$ cat src/rtl/main_top.sv
// Brushed-DC motor demo: debounced mode button, five-mode FSM, PWM H-bridge drive with dead time.
// state | meaning: STOP idle | FWD_SLOW/FWD_FAST IN1 50%/100% | REV_SLOW/REV_FAST IN2 50%/100%
module main_top #(
  parameter int CLK_HZ           = 12_000_000,
  parameter int PWM_HZ           = 20_000,
  parameter int DEBOUNCE_CYCLES  = 120_000,
  parameter int DEAD_CYCLES      = 1_200,
  parameter int HEARTBEAT_CYCLES = 6_000_000
) (
  input  logic       clk,
  input  logic [1:0] buttons,
  output logic [1:0] motor,
  output logic [2:0] rgb,
  output logic [7:0] pmod,
  output logic [1:0] leds
);
  localparam int PWM_PERIOD = CLK_HZ / PWM_HZ;
  localparam int PW  = $clog2(PWM_PERIOD + 1);
  localparam int DBW = $clog2(DEBOUNCE_CYCLES + 1);
  localparam int DW  = $clog2(DEAD_CYCLES + 1);
  localparam int HW  = $clog2(HEARTBEAT_CYCLES + 1);

  typedef enum logic [2:0] {
    ST_STOP     = 3'd0,
    ST_FWD_SLOW = 3'd1,
    ST_FWD_FAST = 3'd2,
    ST_REV_SLOW = 3'd3,
    ST_REV_FAST = 3'd4
  } mode_e;

  logic           rst_pin_n, rst_n;
  logic [1:0]     rst_sync_q, rst_sync_d;
  logic [1:0]     btn_sync_q, btn_sync_d;
  logic           deb_level_q, deb_level_d, deb_prev_q, deb_prev_d;
  logic [DBW-1:0] deb_cnt_q, deb_cnt_d;
  mode_e          mode_q, mode_d;
  logic [DW-1:0]  dead_cnt_q, dead_cnt_d;
  logic [PW-1:0]  pwm_cnt_q, pwm_cnt_d, duty;
  logic [HW-1:0]  hb_cnt_q, hb_cnt_d;
  logic           hb_q, hb_d;
  logic [1:0]     motor_q, motor_d;
  logic [2:0]     rgb_q, rgb_d;
  logic [7:0]     pmod_q, pmod_d;
  logic           advance, mode_change, dead_active, pwm;

  // Reset asserts asynchronously but releases only after two clock edges.
  assign rst_pin_n  = buttons[0];
  assign rst_sync_d = {rst_sync_q[0], 1'b1};
  assign rst_n      = rst_sync_q[1];

  always_ff @(posedge clk or negedge rst_pin_n) begin
    if (!rst_pin_n) rst_sync_q <= 2'b00;
    else            rst_sync_q <= rst_sync_d;
  end

  always_comb begin
    btn_sync_d  = {btn_sync_q[0], buttons[1]};
    deb_level_d = deb_level_q;
    deb_cnt_d   = '0;
    if (btn_sync_q[1] != deb_level_q) begin
      if (deb_cnt_q == DBW'(DEBOUNCE_CYCLES - 1)) deb_level_d = btn_sync_q[1];
      else                                        deb_cnt_d   = deb_cnt_q + DBW'(1);
    end
    deb_prev_d = deb_level_q;
    advance    = deb_level_q & ~deb_prev_q;

    mode_d = mode_q;
    case (mode_q)
      ST_STOP:     if (advance) mode_d = ST_FWD_SLOW;
      ST_FWD_SLOW: if (advance) mode_d = ST_FWD_FAST;
      ST_FWD_FAST: if (advance) mode_d = ST_REV_SLOW;
      ST_REV_SLOW: if (advance) mode_d = ST_REV_FAST;
      ST_REV_FAST: if (advance) mode_d = ST_STOP;
      default:                  mode_d = ST_STOP;
    endcase
    mode_change = (mode_d != mode_q);

    dead_active = (dead_cnt_q != '0);
    if (mode_change)      dead_cnt_d = DW'(DEAD_CYCLES);
    else if (dead_active) dead_cnt_d = dead_cnt_q - DW'(1);
    else                  dead_cnt_d = dead_cnt_q;

    if (mode_change || pwm_cnt_q == PW'(PWM_PERIOD - 1)) pwm_cnt_d = '0;
    else                                                 pwm_cnt_d = pwm_cnt_q + PW'(1);

    case (mode_q)
      ST_FWD_SLOW, ST_REV_SLOW: duty = PW'(PWM_PERIOD / 2);
      ST_FWD_FAST, ST_REV_FAST: duty = PW'(PWM_PERIOD);
      default:                  duty = '0;
    endcase
    pwm = (pwm_cnt_q < duty);

    motor_d = 2'b00;
    rgb_d   = 3'b011;
    if (dead_active) begin
      rgb_d = 3'b111;
    end else begin
      case (mode_q)
        ST_FWD_SLOW, ST_FWD_FAST: begin motor_d = {1'b0, pwm}; rgb_d = 3'b101; end
        ST_REV_SLOW, ST_REV_FAST: begin motor_d = {pwm, 1'b0}; rgb_d = 3'b110; end
        default: ;
      endcase
    end

    hb_cnt_d = hb_cnt_q + HW'(1);
    hb_d     = hb_q;
    if (hb_cnt_q == HW'(HEARTBEAT_CYCLES - 1)) begin
      hb_cnt_d = '0;
      hb_d     = ~hb_q;
    end

    // Snapshot taken alongside motor/rgb so the debug bus lines up with the pins.
    pmod_d = {mode_q, pwm, motor_d, dead_active, hb_d};
  end

  always_ff @(posedge clk or negedge rst_n) begin
    if (!rst_n) begin
      btn_sync_q  <= 2'b00;
      deb_level_q <= 1'b0;
      deb_prev_q  <= 1'b0;
      deb_cnt_q   <= '0;
      mode_q      <= ST_STOP;
      dead_cnt_q  <= '0;
      pwm_cnt_q   <= '0;
      hb_cnt_q    <= '0;
      hb_q        <= 1'b0;
      motor_q     <= 2'b00;
      rgb_q       <= 3'b011;
      pmod_q      <= 8'h00;
    end else begin
      btn_sync_q  <= btn_sync_d;
      deb_level_q <= deb_level_d;
      deb_prev_q  <= deb_prev_d;
      deb_cnt_q   <= deb_cnt_d;
      mode_q      <= mode_d;
      dead_cnt_q  <= dead_cnt_d;
      pwm_cnt_q   <= pwm_cnt_d;
      hb_cnt_q    <= hb_cnt_d;
      hb_q        <= hb_d;
      motor_q     <= motor_d;
      rgb_q       <= rgb_d;
      pmod_q      <= pmod_d;
    end
  end

  assign motor = motor_q;
  assign rgb   = rgb_q;
  assign pmod  = pmod_q;
  assign leds  = {deb_level_q, hb_q};
endmodule

$ cat config.mk
export PLATFORM = sky130hd
export DESIGN_NAME = main_top
export DESIGN_NICKNAME = d
export VERILOG_FILES = /design/src/rtl/main_top.sv
export SDC_FILE = /design/constraint.sdc
export NUM_CORES = 1
export LEC_CHECK = 0
export CAP_MARGIN = 20
export CORE_AREA = 2 2 95 97
export CTS_CLUSTER_SIZE = 16
export DETAILED_ROUTE_END_ITERATION = 12
export DIE_AREA = 0 0 97 99
export GPL_ROUTABILITY_DRIVEN = 0
export PLACE_DENSITY = 0.59
export RECOVER_POWER = 50
export REMOVE_ABC_BUFFERS = 1
export SLEW_MARGIN = 25
export SYNTH_ARGS = -nofsm -noshare
export SYNTH_HDL_FRONTEND = slang
export SYNTH_SLANG_ARGS = --single-unit
$ cat constraint.sdc
create_clock -name clk -period 7.1 [get_ports clk]
set_input_delay 0.71 -clock clk [delete_from_list [all_inputs] [get_ports clk]]
set_output_delay 0.71 -clock clk [all_outputs]
set_load 0.005 [all_outputs]
==> Word level (Yosys, flattened, before mapping) <==
Cells that the tools add are included.
{ "op_classes": {"add_sub_neg": 4, "order_cmp": 1, "eq_ne": 9, "n_mux": 18, "bitwise_logic": 3, "n_reduce_logical": 9} }
{ "op_table": {"columns": ["operator", "count"], "rows": [
  ["17-bit 2-to-1 mux", 2],
  ["23-bit by 1-bit adder with 23-bit output (second input constant)", 1],
  ["23-bit == test (second input constant)", 1],
  ["23-bit 2-to-1 mux", 1],
  ["11-bit 2-to-1 mux", 2],
  ["10-bit case mux with 2 select lines", 1],
  ["3-bit 2-to-1 mux", 6],
  ["17-bit by 1-bit adder with 17-bit output (second input constant)", 1],
  ["17-bit == test (second input constant)", 1],
  ["3-bit case mux with 5 select lines", 1],
  ["11-bit nonzero test", 1],
  ["11-bit by 1-bit subtractor with 11-bit output (second input constant)", 1],
  ["10-bit by 1-bit adder with 10-bit output (second input constant)", 1],
  ["10-bit == test (second input constant)", 1],
  ["10-bit < comparator", 1],
  ["10-bit 2-to-1 mux", 1],
  ["2-bit OR reduction", 4],
  ["3-bit by 2-bit == test with 1-bit output (second input constant)", 2],
  ["3-bit case mux with 2 select lines", 1],
  ["2-bit case mux with 2 select lines", 1],
  ["3-bit by 1-bit == test with 1-bit output (second input constant)", 1],
  ["3-bit == test (second input constant)", 1],
  ["3-bit zero test", 1],
  ["3-bit != test", 1],
  ["other kinds (8)", 9]
]} }
{ "totals": {"register_bits": 84, "output_inout_bits": 15, "wordCells": 57} }

==> Logic depth before layout (Yosys ltp) <==
{ "depth": {"ltp_word": 7, "ltp_mapped": 9} }

==> Least setup slack after synthesis <==
No wires, ideal clock.
{ "synth_timing": {"kind": "flip-flop to flip-flop", "start": "reg mode_q[1]", "end": "reg pmod_q[3], in the netlist pmod[3]", "setup_ns": 0.072, "t_arrival_ns": 1.835, "path_slack_ns": 5.193, "path_stages_with_launch": 9, "synth_period_minus_slack_ns": 1.907, "cell_sequence": "dfrtp_1 -> clkbuf_1 -> nor2_1 -> xor2_1 -> ha_1 -> o211ai_1 -> o21ai_1 -> a221o_1 -> nor2_1"} }
{ "synth_between": {"elab_chain_cells": 6, "word_cells_on_any_way": 12, "cone_classes": "order compare: 1; eq/ne: 4; mux: 3; reduce/logical: 4"} }
{ "synth_rtl": {"columns": ["element", "line_no", "text"], "rows": [
  ["start: declaration", "36", "mode_e mode_q, mode_d;"],
  ["start signal: assignment", "135", "mode_q <= mode_d;"],
  ["3-bit == test, or another cell as far along", "86, 98", null],
  ["2-bit OR reduction", "86", "case (mode_q)"],
  ["10-bit case mux with 2 select lines", "86", null],
  ["10-bit < comparator", "91", "pwm = (pwm_cnt_q < duty);"],
  ["2-bit case mux with 2 select lines (*)", "98", "case (mode_q)"],
  ["2-bit 2-to-1 mux (*)", "95", "if (dead_active) begin"],
  ["via motor_d[1]", "41", "logic [1:0] motor_q, motor_d;"],
  ["end signal: assignment", "142", "pmod_q <= pmod_d;"],
  ["end: declaration", "43", "logic [7:0] pmod_q, pmod_d;"]
]} }
The timed path passes the listed nets; every way through them passes the cells marked *.
A chain may end at the register's enable or synchronous reset.

==> impl_metrics.ini <==
[synthesis]
syn_inst = 356
synth_area_leaders = dfrtp_1 52%, xor2_1 6.3%, xnor2_1 5.8%
synth_most_common_cell = dfrtp_1
ys_async_sr_fraction_pct = 100
netlist.area_leader.share_pct = 52.4
yosys.area.top_type = dfrtp_1
synth_edf_count = 0
yosysWarnings = 0
ys_ff_latch = 81
syn_avg_cell_area_um2 = 10.6
seq_area_frac_synth_pct = 53.8
ys_types = 45
ys.flop_type = dfrtp_1
ys_top_cells_by_count = 79 x dfrtp_1, 52 x nor2_1, 27 x xor2_1
syn_area_um2 = 3770

[route]
vias_per_cell = 5.22
drt_iter0_markers = 72
antenna_left = 0
post-route-drc-count = 0
wl_per_cell_um = 13.2
wl_mm = 6.39
dr.pass1.iters = 5
vias = 2532

[clocking]
cts_tree = built
cts_hold_buffers = 0
numCtsBuffers = 9
clock-root-buffer = clkbuf_8
clk_pin_slew_ps = 80
cts_resized = 0
cts.sinks = 81
htreeDepth = 3
cts_setup_buffers = 0
insertion_delay_ps = 350
clk_path_buf_depth = 2

[cells_and_area]
seq_area_um2 = 2030
area_growth_pct = 11.3
final_cells = 485
multi_input_area_um2 = 1630
fill_cells = 797
diodes = 0
nNetsFinal = 385
drive_gt1_share_pct = 7.96

[sta]
setup_ws_ps = 3780
timing.setup.tns_ps = 0
setup_viol = 0
finalWorstPathRequiredPeriod_ps = 3320
hold_viol = 0
fmax_mhz = 302
max_slew.worst_pin.slew_ps = 2210
skew_ps = 7.34
finalMaxSlewViolations = 45
grt_setup_unrepaired = false
relSlewSlack_pct = -47.0
hold_slack_ps = 356
min_period_over_period_pct = 46.7

[worst_setup_path]
critPathKind = register to asynchronous set/reset pin
worstRegToRegCells = 1
r2r-start = rst_sync_q[1]$_DFF_PN0_
path_delay_family = buffers and inverters
worst_setup_path_end_kind = asynchronous set/reset pin
crit_buf_inv = 1
slowest_stage = clkbuf_1
crit_fanout = 44
critical_path_arrival_ps = 3330
critPathMaxStageDelay_ps = 1660
rrSetupSlack_ps = 3780
path_cells = clkbuf_1
r2r-end = dead_cnt_q[4]$_DFFE_PN0P_
worst_setup_path_start_kind = register
worst_ep_required_time_ps = 7110

[status]
status = finished with violations
violations = max-capacitance violations, max-slew violations

[pwr]
leakage_nw = 1.94
cellPowerDensity_nw_per_um2 = 194
total_power_mw = 0.812
ir_drop_v = 0.0000887

[die]
fp.dieW_um = 97
initial_utilization_pct = 44.1
die_area_um2 = 9600
core-area_um2 = 8550
rows = 34
die_y_um = 99
io_pins = 18

[hold_path]
hp-class = register to register
holdPathStages = 0
min_to = rst_sync_q[1]$_DFF_PN0_
worstHoldStart = rst_sync_q[0]$_DFF_PN0_

[global_route]
grt_pass1_vias = 2517
grt_usage_pct = 14.3
antenna_found_initial = 0
grt_pass1_wl_mm = 11.2
grt_max_degree = 80
grt_overflow = 0

[placement]
portBuffers = 17
dp_hpwl_mm = 4.15
dp.cells = 468
pre_cts_slack_ps = 5070

[flow_run]
drv_cap = 1
logic make-up (layout without fill, tap and decap cells):
kind of cell    after synthesis  count (layout)  share of synthesized area, %
simple gates                171             171                          24.4
flops                        81              81                          53.8
xor+xnor                     52              52                          12.1
buf+inv                      22              43                          2.95
compound gates               18              18                          3.02
fa+ha+maj                    10              10                          3.32
other cells                   1               1                        0.0995
mux                           1               1                         0.299
cell usage in the layout (no fill, tap or decap), drive strengths merged, types with 2 or more instances in the layout:
cell type and count:
dfstp 2, xnor2 25, nand2b 4, nand4 13, clkinv 3, dlygate4sd3 2, a211oi 2, nor4 4
nor2b 3, nor2 54, nor3b 3, clkbuf 10, ha 10, or3 5, nand3b 5, clkdlybuf4s50 15
nand2 20, clkinvlp 3, dfrtp 79, a21oi 4, xor2 27, nand3 26, and3 13, inv 9
nor3 12, and4 3, o21ai 8
layer usage:
metal,vias to the layer above,wire length [um],global-route usage [%]
met5,-,0,0
met4,0,104,6.18
met3,10,165,3.26
met2,35,3000,23.5
met1,1241,3110,18.2
li1,1246,-,-
layout make-up:
class                   count  share of cell area (%)
multi-input cells         253                    38.8
inverters                   9                   0.805
clock inverters             7                    1.70
well taps                 108                    3.22
clock buffers               9                    2.95
repair buffers             18                    4.14
flip-flops and latches     81                    48.4
per-stage QoR:
| step | area (um^2) | utilization [%] |
|---|---|---|
| 4_1_cts | 4200 | 49.1 |
| 3_3_place_gp | 4000 | 46.8 |
| 6_report | 4200 | 49.1 |
| 2_1_floorplan | 3690 | - |
| 3_5_place_dp | 4000 | 46.8 |
| 5_1_grt | 4200 | 49.1 |
flip-flops by register name, summed over array words and instances (netlist names):
name         count
btn_sync_q       2
pwm_cnt_q       10
rgb              3
rst_sync_q       2
mode_q           3
deb_level_q      1
pmod             8
dead_cnt_q      11
hb_cnt_q        23
deb_cnt_q       17
deb_prev_q       1
report_power, final:
group / total [mW] / internal, mW / switching (mW)
logic: 0.00983 / 0.00242 / 0.00741
registers: 0.469 / 0.463 / 0.00558
clock network: 0.334 / 0.162 / 0.172
how the worst max path moves through the flow:
stage / startpoint / endpoint / slack [ps] / cells past startpoint
6_report: rst_sync_q[1]$_DFF_PN0_ / dead_cnt_q[4]$_DFFE_PN0P_ / 3780 / 1
5_1_grt: rst_sync_q[1]$_DFF_PN0_ / dead_cnt_q[4]$_DFFE_PN0P_ / 2960 / 1
4_1_cts: rgb[0]$_DFF_PN1_ / rgb[0] / 5020 / 1
3_5_place_dp: mode_q[0]$_DFF_PN0_ / pmod[2]$_DFF_PN0_ / 5070 / 7
3_3_place_gp: mode_q[0]$_DFF_PN0_ / pmod[3]$_DFF_PN0_ / 5150 / 7
2_1_floorplan: rst_sync_q[1]$_DFF_PN0_ / btn_sync_q[0]$_DFF_PN0_ / 4680 / 0
(Power assumes the default switching activity.)
